$ cat src/rtl/pin_keypad_collector.sv
// pin_keypad_collector: assembles four BCD keystrokes into a 16-bit PIN word
// (first digit in [15:12]) and strobes pin_valid on ENTER. Entry is enabled
// only while a vehicle is present and a partial entry is dropped after
// TIMEOUT_CYCLES cycles without a keystroke.
module pin_keypad_collector #(
    parameter int TIMEOUT_CYCLES = 1000,
    parameter int CNT_W          = 10
) (
    input  logic        clk,
    input  logic        rst,
    input  logic        sensor_vehicule,
    input  logic        key_valid,
    input  logic [3:0]  key_code,
    output logic [15:0] password_input,
    output logic        pin_valid,
    output logic [2:0]  digit_count,
    output logic        entry_error,
    output logic        entry_timeout
);

    typedef enum logic [1:0] {
        IDLE    = 2'd0,
        COLLECT = 2'd1,
        FULL    = 2'd2
    } state_t;

    localparam logic [3:0]       KEY_CLEAR = 4'hA;
    localparam logic [3:0]       KEY_ENTER = 4'hB;
    // Last counter value before the timeout fires; the counter never
    // reaches TIMEOUT_CYCLES itself.
    localparam logic [CNT_W-1:0] IDLE_LAST = CNT_W'(TIMEOUT_CYCLES - 1);

    state_t            state_q, state_d;
    logic [15:0]       buf_q, buf_d;
    logic [15:0]       pw_q, pw_d;
    logic [2:0]        cnt_q, cnt_d;
    logic [CNT_W-1:0]  idle_q, idle_d;
    logic              pv_q, pv_d;
    logic              err_q, err_d;
    logic              to_q, to_d;

    // State and registered outputs; reset also kills any pending pulse.
    always_ff @(posedge clk or posedge rst) begin
        if (rst) begin
            state_q <= IDLE;
            buf_q   <= '0;
            pw_q    <= '0;
            cnt_q   <= '0;
            idle_q  <= '0;
            pv_q    <= 1'b0;
            err_q   <= 1'b0;
            to_q    <= 1'b0;
        end else begin
            state_q <= state_d;
            buf_q   <= buf_d;
            pw_q    <= pw_d;
            cnt_q   <= cnt_d;
            idle_q  <= idle_d;
            pv_q    <= pv_d;
            err_q   <= err_d;
            to_q    <= to_d;
        end
    end

    // Next-state: sensor drop beats any key, a key beats the inactivity timeout.
    always_comb begin
        state_d = state_q;
        buf_d   = buf_q;
        pw_d    = pw_q;
        cnt_d   = cnt_q;
        idle_d  = idle_q;
        pv_d    = 1'b0;
        err_d   = 1'b0;
        to_d    = 1'b0;

        case (state_q)
            IDLE: begin
                // Keys are silently ignored until a vehicle shows up.
                if (sensor_vehicule) begin
                    state_d = COLLECT;
                    buf_d   = '0;
                    cnt_d   = '0;
                    idle_d  = '0;
                end
            end

            COLLECT, FULL: begin
                if (!sensor_vehicule) begin
                    state_d = IDLE;
                    buf_d   = '0;
                    cnt_d   = '0;
                    pw_d    = '0;
                    idle_d  = '0;
                end else if (key_valid) begin
                    idle_d = '0;
                    if (key_code <= 4'd9) begin
                        if (state_q == FULL) begin
                            err_d = 1'b1;
                        end else begin
                            buf_d = {buf_q[11:0], key_code};
                            cnt_d = cnt_q + 3'd1;
                            if (cnt_q == 3'd3) state_d = FULL;
                        end
                    end else if (key_code == KEY_CLEAR) begin
                        state_d = COLLECT;
                        buf_d   = '0;
                        cnt_d   = '0;
                    end else if (key_code == KEY_ENTER) begin
                        if (state_q == FULL) begin
                            pw_d = buf_q;
                            pv_d = 1'b1;
                        end else begin
                            err_d = 1'b1;
                        end
                        state_d = COLLECT;
                        buf_d   = '0;
                        cnt_d   = '0;
                    end else begin
                        err_d = 1'b1;
                    end
                end else if (cnt_q != 3'd0) begin
                    if (idle_q == IDLE_LAST) begin
                        state_d = COLLECT;
                        buf_d   = '0;
                        cnt_d   = '0;
                        idle_d  = '0;
                        to_d    = 1'b1;
                    end else begin
                        idle_d = idle_q + 1'b1;
                    end
                end else begin
                    idle_d = '0;
                end
            end

            default: begin
                state_d = IDLE;
                buf_d   = '0;
                cnt_d   = '0;
                pw_d    = '0;
                idle_d  = '0;
            end
        endcase
    end

    assign password_input = pw_q;
    assign pin_valid      = pv_q;
    assign digit_count    = cnt_q;
    assign entry_error    = err_q;
    assign entry_timeout  = to_q;

endmodule

$ cat config.mk
export PLATFORM = sky130hd
export DESIGN_NAME = pin_keypad_collector
export DESIGN_NICKNAME = d
export VERILOG_FILES = /design/src/rtl/pin_keypad_collector.sv
export SDC_FILE = /design/constraint.sdc
export NUM_CORES = 1
export LEC_CHECK = 0
export ABC_AREA = 1
export CAP_MARGIN = 10
export CELL_PAD_IN_SITES_DETAIL_PLACEMENT = 0
export CELL_PAD_IN_SITES_GLOBAL_PLACEMENT = 1
export CORE_MARGIN = 3
export CORE_UTILIZATION = 38
export DETAILED_ROUTE_END_ITERATION = 10
export PLACE_DENSITY_LB_ADDON = 0.1
export SKIP_LAST_GASP = 1
export SLEW_MARGIN = 20
export SYNTH_ARGS = -nofsm -noshare
export SYNTH_HDL_FRONTEND = slang
export SYNTH_SLANG_ARGS = --single-unit
$ cat constraint.sdc
create_clock -name clk -period 1.8 [get_ports clk]
set_input_delay 0.18 -clock clk [delete_from_list [all_inputs] [get_ports clk]]
set_output_delay 0.18 -clock clk [all_outputs]
set_load 0.05 [all_outputs]
# After elaboration in Yosys (flattened, before gate mapping)
# Index checks and enable logic that the tools add are counted.
dict set report totals {
  ram_bits 0
  regBits 50
  latch_bits 0
  output_inout_bits 22
  n_memories 0
  elab_cells 98
  rom_bits 0
}
dict set report classes {
  n_lt_le_gt_ge 1
  n_shift 0
  bitwise 1
  mux 63
  addsub 2
  n_eq_ne 17
  multipliers 0
  reduce_logical 6
  div_mod_pow 0
}
# op count
set op_table {}
lappend op_table {{16-bit two-way mux} 15}
lappend op_table {{16-bit one-hot mux with 2 select lines} 2}
lappend op_table {{10-bit two-way mux} 5}
lappend op_table {{3-bit two-way mux} 9}
lappend op_table {{2-bit two-way mux} 10}
lappend op_table {{10-bit one-hot mux with 2 select lines} 1}
lappend op_table {{1-bit two-way mux} 19}
lappend op_table {{3-bit inequality test, second input constant} 5}
lappend op_table {{6-bit AND reduction} 2}
lappend op_table {{10-bit by 1-bit adder with 10-bit output, second input constant} 1}
lappend op_table {{10-bit == test, second input constant} 1}
lappend op_table {{5-bit inequality test, second input constant} 2}
lappend op_table {{4-bit == test, second input constant} 2}
lappend op_table {{4-bit inequality test, second input constant} 2}
lappend op_table {{6-bit inequality test, second input constant} 1}
lappend op_table {{3-bit one-hot mux with 2 select lines} 1}
lappend op_table {{5-bit AND reduction} 1}
lappend op_table {{4-bit less-or-equal comparator, second input constant} 1}
lappend op_table {{2-bit one-hot mux with 2 select lines} 1}
lappend op_table {{3-bit by 1-bit adder with 3-bit output, second input constant} 1}
lappend op_table {{3-bit by 2-bit == test with 1-bit output, second input constant} 1}
lappend op_table {{3-bit nonzero test} 1}
lappend op_table {{2-bit by 1-bit == test with 1-bit output, second input constant} 1}
lappend op_table {{2-bit == test, second input constant} 1}
lappend op_table {{other kinds (4)} 4}

# Depth between registers and ports, before layout
dict set report logic_depth {
  ltp_word 8
  depth_mapped 12
}

# Least setup slack after synthesis
# No wires, ideal clock.
dict set report synth_timing {
  kind {register to register}
  start {reg cnt_q[0], in the netlist digit_count[0]}
  end {reg cnt_q[2], in the netlist digit_count[2]}
  t_required_ps 1681
  path_slack_ps 14
  synth_period_minus_slack_ps 1786
  arrival_time_ps 1667
  path_stages_with_launch 11
  cell_sequence {dfrtp_1 -> inv_1 -> ha_1 -> nand2_1 -> nand3_1 -> nand2_1 -> nand2_4 -> buf_6 -> buf_12 -> nand2_2 -> o21ai_2}
}
dict set report synth_via {
  elab_chain_len 6
  elab_cells_between_ends 9
}
# item line
set synth_lines {}
lappend synth_lines {{from (decl)} 36} ;# logic [2:0] cnt_q, cnt_d;
lappend synth_lines {{from (signal assigned)} 57} ;# cnt_q <= cnt_d;
lappend synth_lines {{3-bit by 1-bit adder with 3-bit output} 101} ;# cnt_d = cnt_q + 3'd1;
lappend synth_lines {{3-bit two-way mux} 97} ;# if (state_q == FULL) begin
lappend synth_lines {{3-bit two-way mux} 96} ;# if (key_code <= 4'd9) begin
lappend synth_lines {{3-bit two-way mux} 94} ;# end else if (key_valid) begin
lappend synth_lines {{3-bit two-way mux} 88} ;# if (!sensor_vehicule) begin
lappend synth_lines {{3-bit one-hot mux with 2 select lines} 76} ;# case (state_q)
# Several ways; a longest one is shown, not always the timed one. The select of a mux whose other input is x is not followed.
# A chain may end at the register's enable or synchronous reset.

# Worst setup path in the final report
dict set report layout_timing {
  start {reg cnt_q[1], in the netlist digit_count[1]}
  end {out digit_count[1]}
}
# item line
set layout_rtl {}
lappend layout_rtl {{to (decl)} 16} ;# output logic [2:0] digit_count,
# No word-level cell between the ends.

==> flow_summary.toml <==
[global_routing]
grt_pass1_vias = 1823
grt_pass1_wl_microns = 8370
overflow = 0
antenna_found_initial = 0
grt_max_degree = 51
gr-usage-all-layers_pct = 14.1

[timing]
timing.final.max_slew_violations = 0
fmax_mhz = 581
hold_viol = 0
min_period_over_period_pct = 95.7
setup_ws_ns = 0.0774
skew_ns = 0.0101
period_needed_ns = 1.72
setup_violations = 0
worst_pin_slew_ns = 0.502
max_slew_margin_pct = 66.5

[die]
die_width_microns = 86.4
core-area_sq_um = 6100
start_util_pct = 40.3
ioPinCount = 30
rows = 28
dieArea_sq_um = 7470
die_h_microns = 86.4

[layout]
num-fill-cells = 593
drive_gt1_share_pct = 20.0
utilization_pct = 50.3
nNetsFinal = 339
diodes = 0
instances_no_fill = 400
area_delta_synth_final_pct = 24.9

[flow_run]
max-cap-violations = 0

[critical_path]
start_kind = "register"
cp_cell_sequence = "clkdlybuf4s50_1"
crit_path_max_incr_delay_ns = 0.83
path_class = "reg2out"
cp.required_ns = 1.62
arrival_ns = 1.54
worstPathMaxFanout = 4
critical_path.top_delay_family = "buffers and inverters"
endpoint_kind = "output port"
cpMaxStageDelayCell = "clkdlybuf4s50_1"
path_buf_inv = 1

[clock_network]
cts_buffers = 5
htree_levels = 2
tritoncts = "yes"
cts_buffer_depth = 2
cts_root_buf = "clkbuf_8"
clock_latency_ns = 0.31
cts.sinks = 50
cts.clk_slew.worst_paths_ns = 0.10

[yosys]
ys_ff_latch = 50
synth_cell_types = 30
syn_nets = 295
synth_seq_area_share_pct = 50.9
synthCells = 280
ys_warn_count = 0
synthesis.area_sq_um = 2460
syn_avg_cell_area_sq_um = 8.78

[power_and_ir_drop]
ir_drop_uv = 420
power_density_nw_per_um2 = 973
leakagePower_nw = 1.47

[route]
wl_per_cell_microns = 12.0
ant_nets = 0
drt_iter0_drc = 77
dr_total_vias = 1832
routed_wl_microns = 4820
vias_per_cell = 4.58
dr.pass1.iters = 4
drc_errors = 0

[run_status]
status = "finished, final reports clean"

[min_path]
hp-class = "in2async"

[place]
dp_cells = 388
hpwl_microns = 3500
gp_congestion = 0.760
place_ws_ns = 0.0406
numPortBuffers = 29
where the power goes:
group          switching, mW  leakage (nW)  total [mW]  internal [mW]
clock network          0.397        0.0587       0.819          0.422
registers             0.0331         0.695        1.20           1.16
logic                  0.611         0.720       0.973          0.362
Yosys cell counts:
| master | n | share of area [%] |
|---|---|---|
| nand2_1 | 100 | 15 |
| dfrtp_1 | 50 | 51 |
| inv_1 | 22 | 3.4 |
| nand2_2 | 15 | 3.8 |
| nor2_1 | 14 | 2.1 |
| o21ai_2 | 11 | 3.9 |
| nand3_1 | 10 | 2.0 |
| o21ai_1 | 10 | 2.0 |
| ha_1 | 7 | 3.6 |
| a21oi_1 | 5 | 1.0 |
| nand4_1 | 5 | 1.3 |
| inv_2 | 4 | 0.61 |
| buf_2 | 3 | 0.61 |
| buf_6 | 3 | 1.4 |
| nand3_2 | 2 | 0.81 |
| nor2_4 | 2 | 0.92 |
| nor3_1 | 2 | 0.41 |
| o21ai_0 | 2 | 0.41 |
| xor2_1 | 2 | 0.71 |
| a22o_1 | 1 | 0.36 |
| and2_1 | 1 | 0.25 |
| buf_12 | 1 | 0.81 |
| nand2_4 | 1 | 0.46 |
| nor2_2 | 1 | 0.25 |
| nor2_8 | 1 | 0.81 |
| nor3_4 | 1 | 0.66 |
| nor3b_1 | 1 | 0.31 |
| o311ai_0 | 1 | 0.36 |
| or2_1 | 1 | 0.25 |
| or2_2 | 1 | 0.25 |
layout by cell type, fill, tap and decap left out, drive strengths merged:
master / synthesis / layout
nor2: 18 / 18
bufinv: 0 / 1
clkbuf: 0 / 5
a22o: 1 / 1
clkinv: 0 / 1
nand2: 116 / 116
inv: 26 / 27
clkdlybuf4s50: 0 / 29
nor3: 3 / 3
buf: 7 / 15
nor3b: 1 / 1
a21oi: 5 / 5
xor2: 2 / 2
o311ai: 1 / 1
and2: 1 / 1
ha: 7 / 7
nand4: 5 / 5
nand3: 12 / 12
or2: 2 / 2
o21ai: 23 / 23
dfrtp: 50 / 50
area by class of cell:
cell class,instances,area (sq um),share of cell area (%)
inverters,26,97.6,3.18
clock inverters,3,47.5,1.55
repair buffers,44,453,14.8
multi-input cells,197,1060,34.4
clock buffers,5,68.8,2.24
flip-flops and latches,50,1250,40.8
well taps,75,93.8,3.06
path summary, 6_finish.rpt:
check,cells past startpoint,from,endpoint,slack (ns)
worst max-delay path,1,digit_count[1],digit_count[1],0.08
worst min register to register,2,password_input[14],password_input[14],0.48
min in group clk,2,password_input[14],password_input[14],0.48
max in group asynchronous,3,rst,idle_q[3],1.35
worst max register to register,11,state_q[0],buf_q[0],0.14
worst min-delay path,3,rst,password_input[4],0.22
kinds of logic after synthesis:
group | Yosys count | synth area share, %
AO/OA/AOI/OAI | 30 | 8.10
adder cells (fa/ha/maj) | 7 | 3.56
XOR/XNOR | 2 | 0.713
buffers and inverters | 33 | 6.77
flip-flops | 50 | 50.9
AND/OR/NAND/NOR | 158 | 29.9
registers in the layout, indices dropped and copies added (netlist names):
signal and count:
state_q 2, entry_timeout 1, digit_count 3, buf_q 16, pin_valid 1, idle_q 10
password_input 16, entry_error 1
per-stage QoR:
stage                     hold WS, ns  power, mW  instance area [sq um]   TNS (ns)
after global routing            0.244       3.17                   3070  -0.000552
after global placement          0.462       2.10                   2910          0
after floorplan                 0.326       1.90                   2460          0
final                           0.221       2.99                   3070          0
after detailed placement        0.462       2.11                   2910          0
after CTS                       0.225       2.95                   3020          0
metal layers:
metal  global-route usage, %  wire [microns]
met1                    16.8            2210
met2                    25.5            2410
met3                    3.14             140
met4                    3.82              57
met5                       0               0
what timing repair did:
| item | CTS | global route |
|---|---|---|
| hold buffers | 0 | 0 |
| setup endpoints to repair | 0 | 30 |
| resized for setup | 0 | 3 |
| setup buffers | 0 | 4 |
Note: power is estimated with default switching activity, not from simulation.
